`config.mk`:
```
export PLATFORM = sky130hd
export DESIGN_NAME = multicycle_control
export DESIGN_NICKNAME = d
export VERILOG_FILES = /design/src/rtl/mips_ctrl_pkg.sv /design/src/rtl/alu_decoder.sv /design/src/rtl/multicycle_control.sv
export SDC_FILE = /design/constraint.sdc
export NUM_CORES = 1
export LEC_CHECK = 0
export BUFFER_PORTS_ARGS = -buffer_cell sky130_fd_sc_hd__buf_4
export CAP_MARGIN = 5
export CORE_MARGIN = 2
export CORE_UTILIZATION = 53
export DETAILED_ROUTE_END_ITERATION = 6
export GPL_ROUTABILITY_DRIVEN = 0
export PLACE_DENSITY = 0.81
export SYNTH_ARGS = -nofsm -noshare
export SYNTH_HDL_FRONTEND = slang
export SYNTH_SLANG_ARGS = --single-unit
```
`constraint.sdc`:
```
create_clock -name clk -period 2.6 [get_ports clk]
set_clock_uncertainty 0.2 [all_clocks]
set_input_delay 0.13 -clock clk [delete_from_list [all_inputs] [get_ports clk]]
set_output_delay 0.13 -clock clk [all_outputs]
set_load 0.05 [all_outputs]
```
`src/rtl/mips_ctrl_pkg.sv`:
```
`default_nettype none
// ============================================================================
//  Module   : mips_ctrl_pkg
//  Purpose  : Shared encodings for the multicycle MIPS controller: FSM state
//             codes, opcode/funct constants, ALUOp and alu_ctrl encodings,
//             plus a helper that identifies the states in which an
//             instruction completes.
//  Ports    : none (package)
//  Revision : 1.0  initial release
// ============================================================================
package mips_ctrl_pkg;

   // Controller states. Codes 12-15 are not used.
   typedef enum logic [3:0] {
      S_FETCH  = 4'd0,
      S_DECODE = 4'd1,
      S_MEMADR = 4'd2,
      S_MEMRD  = 4'd3,
      S_MEMWB  = 4'd4,
      S_MEMWR  = 4'd5,
      S_EXEC   = 4'd6,
      S_ALUWB  = 4'd7,
      S_BRANCH = 4'd8,
      S_ADDIEX = 4'd9,
      S_ADDIWB = 4'd10,
      S_JUMP   = 4'd11
   } state_t;

   // Opcodes (IR[31:26])
   localparam logic [5:0] OP_RTYPE = 6'b000000;
   localparam logic [5:0] OP_LW    = 6'b100011;
   localparam logic [5:0] OP_SW    = 6'b101011;
   localparam logic [5:0] OP_BEQ   = 6'b000100;
   localparam logic [5:0] OP_ADDI  = 6'b001000;
   localparam logic [5:0] OP_J     = 6'b000010;

   // R-type funct codes (IR[5:0])
   localparam logic [5:0] FN_ADD = 6'b100000;
   localparam logic [5:0] FN_SUB = 6'b100010;
   localparam logic [5:0] FN_AND = 6'b100100;
   localparam logic [5:0] FN_OR  = 6'b100101;
   localparam logic [5:0] FN_SLT = 6'b101010;

   // ALUOp: what the main controller asks the ALU decoder for
   localparam logic [1:0] ALUOP_ADD   = 2'b00;
   localparam logic [1:0] ALUOP_SUB   = 2'b01;
   localparam logic [1:0] ALUOP_FUNCT = 2'b10;

   // alu_ctrl: operation code presented to the ALU
   localparam logic [2:0] ALU_AND = 3'b000;
   localparam logic [2:0] ALU_OR  = 3'b001;
   localparam logic [2:0] ALU_ADD = 3'b010;
   localparam logic [2:0] ALU_SUB = 3'b110;
   localparam logic [2:0] ALU_SLT = 3'b111;

   // PCSrc encodings
   localparam logic [1:0] PCSRC_ALU    = 2'b00;
   localparam logic [1:0] PCSRC_ALUOUT = 2'b01;
   localparam logic [1:0] PCSRC_JUMP   = 2'b10;

   // ALUSrcB encodings
   localparam logic [1:0] SRCB_REG    = 2'b00;
   localparam logic [1:0] SRCB_FOUR   = 2'b01;
   localparam logic [1:0] SRCB_IMM    = 2'b10;
   localparam logic [1:0] SRCB_IMMSL2 = 2'b11;

   // True for the final state of every instruction; leaving one of these
   // states means an instruction has completed.
   function automatic logic is_retire_state(input state_t s);
      case (s)
         S_MEMWB, S_MEMWR, S_ALUWB, S_ADDIWB, S_BRANCH, S_JUMP:
            is_retire_state = 1'b1;
         default:
            is_retire_state = 1'b0;
      endcase
   endfunction

endpackage
`default_nettype wire

```
`src/rtl/alu_decoder.sv`:
```
`default_nettype none
// ============================================================================
//  Module   : alu_decoder
//  Purpose  : Combinational translation of ALUOp (+ funct for R-type) into
//             the 3-bit ALU operation code.
//  Ports    : alu_op   in  [1:0]  operation class from the main controller
//             funct    in  [5:0]  IR[5:0]
//             alu_ctrl out [2:0]  ALU operation code
//  Revision : 1.0  initial release
// ============================================================================
module alu_decoder
   import mips_ctrl_pkg::*;
(
   input  logic [1:0] alu_op,
   input  logic [5:0] funct,
   output logic [2:0] alu_ctrl
);

   always_comb begin
      alu_ctrl = ALU_ADD;
      case (alu_op)
         ALUOP_ADD: alu_ctrl = ALU_ADD;
         ALUOP_SUB: alu_ctrl = ALU_SUB;
         ALUOP_FUNCT: begin
            case (funct)
               FN_ADD:  alu_ctrl = ALU_ADD;
               FN_SUB:  alu_ctrl = ALU_SUB;
               FN_AND:  alu_ctrl = ALU_AND;
               FN_OR:   alu_ctrl = ALU_OR;
               FN_SLT:  alu_ctrl = ALU_SLT;
               // unsupported funct falls back to add
               default: alu_ctrl = ALU_ADD;
            endcase
         end
         // ALUOp 11 is never issued; treat it as add
         default: alu_ctrl = ALU_ADD;
      endcase
   end

endmodule
`default_nettype wire

```
`src/rtl/multicycle_control.sv`:
```
`default_nettype none
// ============================================================================
//  Module   : multicycle_control
//  Purpose  : Moore FSM controller for the multicycle MIPS datapath with a
//             sticky illegal-opcode flag and a retired-instruction counter.
//  Ports    : clk, rst_n (sync, active-low)
//             opcode[5:0], funct[5:0], zero            -- from IR / ALU
//             MemRead, MemWrite, IorD                   -- memory control
//             IRWrite, pc_en, PCSrc[1:0]                -- IR / PC control
//             ALUSrcA, ALUSrcB[1:0], alu_ctrl[2:0]      -- ALU control
//             RegDst, MemtoReg, RegWrite                -- register file
//             illegal_op, state[3:0], instr_retired     -- status / debug
//  Revision : 1.0  initial release
// ============================================================================
module multicycle_control
   import mips_ctrl_pkg::*;
#(
   parameter int CNT_W = 32
) (
   input  logic             clk,
   input  logic             rst_n,
   input  logic [5:0]       opcode,
   input  logic [5:0]       funct,
   input  logic             zero,
   output logic             MemRead,
   output logic             MemWrite,
   output logic             IorD,
   output logic             IRWrite,
   output logic             pc_en,
   output logic [1:0]       PCSrc,
   output logic             ALUSrcA,
   output logic [1:0]       ALUSrcB,
   output logic [2:0]       alu_ctrl,
   output logic             RegDst,
   output logic             MemtoReg,
   output logic             RegWrite,
   output logic             illegal_op,
   output logic [3:0]       state,
   output logic [CNT_W-1:0] instr_retired
);

   localparam logic [CNT_W-1:0] CNT_ONE = {{(CNT_W-1){1'b0}}, 1'b1};

   state_t           r_state;
   state_t           w_next;
   logic             r_illegal;
   logic [CNT_W-1:0] r_count;

   // raw per-state controls, before reset gating
   logic       w_mem_read;
   logic       w_mem_write;
   logic       w_iord;
   logic       w_ir_write;
   logic       w_pc_write;
   logic       w_branch;
   logic [1:0] w_pc_src;
   logic       w_alu_src_a;
   logic [1:0] w_alu_src_b;
   logic [1:0] w_alu_op;
   logic       w_reg_dst;
   logic       w_mem_to_reg;
   logic       w_reg_write;
   logic       w_state_valid;
   logic       w_illegal_seen;
   logic       w_retire;
   logic [2:0] w_alu_ctrl;

   // ------------------------------------------------------------------
   // State, flag and counter registers
   // ------------------------------------------------------------------
   always_ff @(posedge clk) begin
      if (!rst_n) begin
         r_state   <= S_FETCH;
         r_illegal <= 1'b0;
         r_count   <= '0;
      end else begin
         r_state <= w_next;
         if (w_illegal_seen) begin
            r_illegal <= 1'b1;
         end
         if (w_retire) begin
            r_count <= r_count + CNT_ONE;
         end
      end
   end

   assign w_retire = is_retire_state(r_state);

   // ------------------------------------------------------------------
   // Next-state and Moore outputs
   // ------------------------------------------------------------------
   always_comb begin
      w_next         = S_FETCH;
      w_mem_read     = 1'b0;
      w_mem_write    = 1'b0;
      w_iord         = 1'b0;
      w_ir_write     = 1'b0;
      w_pc_write     = 1'b0;
      w_branch       = 1'b0;
      w_pc_src       = PCSRC_ALU;
      w_alu_src_a    = 1'b0;
      w_alu_src_b    = SRCB_REG;
      w_alu_op       = ALUOP_ADD;
      w_reg_dst      = 1'b0;
      w_mem_to_reg   = 1'b0;
      w_reg_write    = 1'b0;
      w_state_valid  = 1'b1;
      w_illegal_seen = 1'b0;

      case (r_state)
         S_FETCH: begin
            w_mem_read  = 1'b1;
            w_ir_write  = 1'b1;
            w_alu_src_b = SRCB_FOUR;
            w_pc_write  = 1'b1;
            w_next      = S_DECODE;
         end
         S_DECODE: begin
            // branch target computed speculatively while decoding
            w_alu_src_b = SRCB_IMMSL2;
            case (opcode)
               OP_LW, OP_SW: w_next = S_MEMADR;
               OP_RTYPE:     w_next = S_EXEC;
               OP_BEQ:       w_next = S_BRANCH;
               OP_ADDI:      w_next = S_ADDIEX;
               OP_J:         w_next = S_JUMP;
               default: begin
                  w_next         = S_FETCH;
                  w_illegal_seen = 1'b1;
               end
            endcase
         end
         S_MEMADR: begin
            w_alu_src_a = 1'b1;
            w_alu_src_b = SRCB_IMM;
            // only lw/sw reach here, so anything but sw is a load
            w_next      = (opcode == OP_SW) ? S_MEMWR : S_MEMRD;
         end
         S_MEMRD: begin
            w_mem_read = 1'b1;
            w_iord     = 1'b1;
            w_next     = S_MEMWB;
         end
         S_MEMWB: begin
            w_mem_to_reg = 1'b1;
            w_reg_write  = 1'b1;
            w_next       = S_FETCH;
         end
         S_MEMWR: begin
            w_mem_write = 1'b1;
            w_iord      = 1'b1;
            w_next      = S_FETCH;
         end
         S_EXEC: begin
            w_alu_src_a = 1'b1;
            w_alu_op    = ALUOP_FUNCT;
            w_next      = S_ALUWB;
         end
         S_ALUWB: begin
            w_reg_dst   = 1'b1;
            w_reg_write = 1'b1;
            w_next      = S_FETCH;
         end
         S_BRANCH: begin
            w_alu_src_a = 1'b1;
            w_alu_op    = ALUOP_SUB;
            w_pc_src    = PCSRC_ALUOUT;
            w_branch    = 1'b1;
            w_next      = S_FETCH;
         end
         S_ADDIEX: begin
            w_alu_src_a = 1'b1;
            w_alu_src_b = SRCB_IMM;
            w_next      = S_ADDIWB;
         end
         S_ADDIWB: begin
            w_reg_write = 1'b1;
            w_next      = S_FETCH;
         end
         S_JUMP: begin
            w_pc_src   = PCSRC_JUMP;
            w_pc_write = 1'b1;
            w_next     = S_FETCH;
         end
         default: begin
            // unused codes: recover to FETCH with every output low
            w_state_valid = 1'b0;
            w_next        = S_FETCH;
         end
      endcase
   end

   alu_decoder u_alu_decoder (
      .alu_op   (w_alu_op),
      .funct    (funct),
      .alu_ctrl (w_alu_ctrl)
   );

   // ------------------------------------------------------------------
   // Outputs. Everything is held low while rst_n is asserted so that no
   // memory, PC or register-file side effect can happen during reset.
   // ------------------------------------------------------------------
   assign MemRead       = rst_n & w_mem_read;
   assign MemWrite      = rst_n & w_mem_write;
   assign IorD          = rst_n & w_iord;
   assign IRWrite       = rst_n & w_ir_write;
   // the only Mealy path: zero matters only when Branch is asserted
   assign pc_en         = rst_n & (w_pc_write | (w_branch & zero));
   assign PCSrc         = rst_n ? w_pc_src    : 2'b00;
   assign ALUSrcA       = rst_n & w_alu_src_a;
   assign ALUSrcB       = rst_n ? w_alu_src_b : 2'b00;
   assign alu_ctrl      = (rst_n && w_state_valid) ? w_alu_ctrl : 3'b000;
   assign RegDst        = rst_n & w_reg_dst;
   assign MemtoReg      = rst_n & w_mem_to_reg;
   assign RegWrite      = rst_n & w_reg_write;
   assign illegal_op    = rst_n & r_illegal;
   assign state         = rst_n ? r_state     : 4'd0;
   assign instr_retired = rst_n ? r_count     : '0;

endmodule
`default_nettype wire

```
==> impl_metrics.csv <==
group,metric,value,unit
outcome,outcome,"completed",
sta,finalHoldViolations,0,
placement,io_buffers,67,
sta,rsz0062_at_grt,"no",
global_route,grt_util_all_layers,23.8,%
sta,fin_crit,2440,ps
logic_synthesis,async_flop_share,0,%
global_route,antenna_found_initial,0,
pwr,leakagePower,1.29,nW
final_layout,fin_area,3120,sq um
sta,worst_slew_pin_slew,422,ps
die,die_h,72.4,um
final_layout,final_cells,433,
logic_synthesis,postSynthAreaPerCell,7.71,sq um
detailed_routing,drt-pass1-iter-count,4,
detailed_routing,via_count,2577,
setup_path,cp.required,2270,ps
logic_synthesis,yosys_warnings,0,
setup_path,endpoint_kind,"primary output",
worst_hold_path,hold_depth,4,
setup_path,r2r_cells,5,
global_route,grt_max_degree,43,
placement,place_inst,423,
sta,hold_slack,11.3,ps
sta,slew-limit-headroom,71.8,%
logic_synthesis,syn_inst,321,
setup_path,setup.worst_path.class,"reg2out",
clock_network,clock-root-buffer,"clkbuf_8",
die,rows,24,
clock_network,cts_made_buffers,5,
final_layout,fin_nets,399,
logic_synthesis,synth_edf_count,0,
die,core,4410,sq um
final_layout,multiInputGateArea,1610,sq um
clock_network,cts_max_level,2,
pwr,peakVddDrop,0.222,mV
pwr,p_per_area,362,nW/um^2
final_layout,nFillCells,398,
clock_network,cts.path.max_buffers,2,
global_route,grt_pass1_vias,2321,
placement,dpl_cell_area,3000,sq um
sta,slew_viol_final,0,
pwr,total_power,1.13,mW
flow_run,max_cap_viol_count,0,
clock_network,post-cts-setup-buffer-count,0,
clock_network,clk_pin_slew_worst_paths,70,ps
final_layout,areaGrowthSynthToFinish,26.1,%
final_layout,drive_gt1_share,28.1,%
setup_path,worstSetupStartpointType,"flop",
final_layout,seq_area,742,sq um
detailed_routing,antenna_left,0,
die,fp.dieArea,5230,sq um
final_layout,antenna_cells,0,
detailed_routing,drt_iter0_markers,141,
detailed_routing,wl_per_cell,14.1,um
sta,final-setup-viol-count,0,
sta,finalCritPeriodShare,93.8,%
setup_path,cp.arrival,2110,ps
clock_network,cts_tree,"built",
detailed_routing,drc,0,
global_route,globalRoute.totalOverflow,0,
sta,tns,0,ps
logic_synthesis,syn_nets,339,
logic_synthesis,synth_cell_types,42,
die,die_w,72.4,um
detailed_routing,routed_via_density,5.95,
detailed_routing,finalWirelength,6110,um
sta,fmaxAchievable,410,MHz
clock_network,clk_latency,290,ps
global_route,grt_pass1_wl,10000,um
logic_synthesis,ys_seq_elements,37,
setup_path,critPathMaxFanout,13,
logic_synthesis,yosysSeqAreaShare,29.9,%
placement,dp_hpwl,4290,um
worst_hold_path,hold_path.class,"in2reg",
die,initial_core_util,56.1,%
die,io_pins,68,
logic_synthesis,synthFlopType,"dfxtp_1",
logic_synthesis,syn_area,2480,sq um
clock_network,cts_sinks,37,
==> cells by family after synthesis <==
| logic type | share of synthesized area (%) |
|---|---|
| mux | 9.90 |
| xor+xnor | 1.41 |
| compound gates | 10.8 |
| buf+inv | 5.66 |
| fa+ha+maj | 1.52 |
| flops | 29.9 |
| simple gates | 40.8 |
==> path summary, 6_finish.rpt <==
kind              start          end  slack (ps)
min           opcode[0]   r_state[0]          10
max reg2reg  r_state[2]  r_count[24]         290
min reg2reg   r_illegal    r_illegal         280
max          r_state[2]  alu_ctrl[0]         160
==> synth_stat cells (5+ instances only) <==
| master | count | area (sq um) |
|---|---|---|
| inv_1 | 10 | 37.5 |
| and2_1 | 32 | 200 |
| nand3_1 | 12 | 60.1 |
| nand2_1 | 20 | 75.1 |
| nand2b_1 | 5 | 31.3 |
| nor3_1 | 10 | 50.1 |
| nor2_1 | 45 | 169 |
| or4_1 | 8 | 60.1 |
| clkbuf_1 | 14 | 52.6 |
| mux2_2 | 16 | 180 |
| a21oi_1 | 14 | 70.1 |
| and3_1 | 5 | 31.3 |
| and4_1 | 6 | 52.6 |
| o21ai_0 | 8 | 40.0 |
| nand4_1 | 8 | 50.1 |
| nor2b_1 | 5 | 31.3 |
| nor4_1 | 11 | 68.8 |
| o31ai_1 | 9 | 67.6 |
| dfxtp_1 | 37 | 741 |
==> area by class of cell <==
class	count	area share, %
multi-input cells	252	51.5
flip-flops and latches	37	23.8
repair buffers	75	18.7
clock buffers	7	2.77
well taps	52	2.08
inverters	10	1.20
==> power by group <==
part / switching (mW) / internal [mW] / leakage (nW)
clock: 0.194 / 0.210 / 0.0443
sequential: 0.00427 / 0.571 / 0.299
combinational: 0.0973 / 0.0532 / 0.950
==> state kept, by name, summed over array words and instances (netlist names) <==
signal / flops
r_count: 32
r_illegal: 1
r_state: 4
==> critical path, cell delays in order, from the launching register on <==
cell	delay [ps]
dfxtp_1	580
nand2b_1	140
nor2_1	170
ha_1	260
or2_2	320
nor3_2	150
buf_4	210
==> placed cells by master, fill, tap and decap left out, drive strengths merged, types with 2 or more instances in the layout <==
master	count
nand2b	5
buf	72
mux2	20
dfxtp	37
nand2	20
dlygate4sd3	3
a21oi	14
a22oi	2
nand3	13
nor2b	5
inv	10
xor2	4
clkbuf	7
nor4b	3
ha	3
or3	2
o21ai	8
or4	9
nand4	8
nor3b	2
mux2i	2
nor2	45
o21a	2
and4	6
o31ai	9
and3	5
and2	32
nor3	10
nor4	15
==> per-stage QoR <==
stage,worst slack [ps],util [%]
finish,162,70.7
floorplan,254,-
detailed placement,311,68.0
global placement,337,68.0
CTS,130,70.7
global route,53.5,70.7
==> routing by layer <==
metal | vias to the layer above | wire length, um | global-route usage [%]
met5 | - | 0 | 0
met2 | 91 | 3030 | 39.7
met3 | 5 | 409 | 5.83
met1 | 1217 | 2610 | 29.3
met4 | 0 | 60 | 10.1
li1 | 1264 | - | -
==> what timing repair did <==
| item | in CTS | in global routing |
|---|---|---|
| hold buffers | 3 | 0 |
| pin swaps | 0 | 0 |
| setup endpoints to repair | 1 | 1 |
| endpoints found under the hold margin | 2 | 0 |
| gates resized for setup | 1 | 1 |
(Power assumes the default switching activity.)
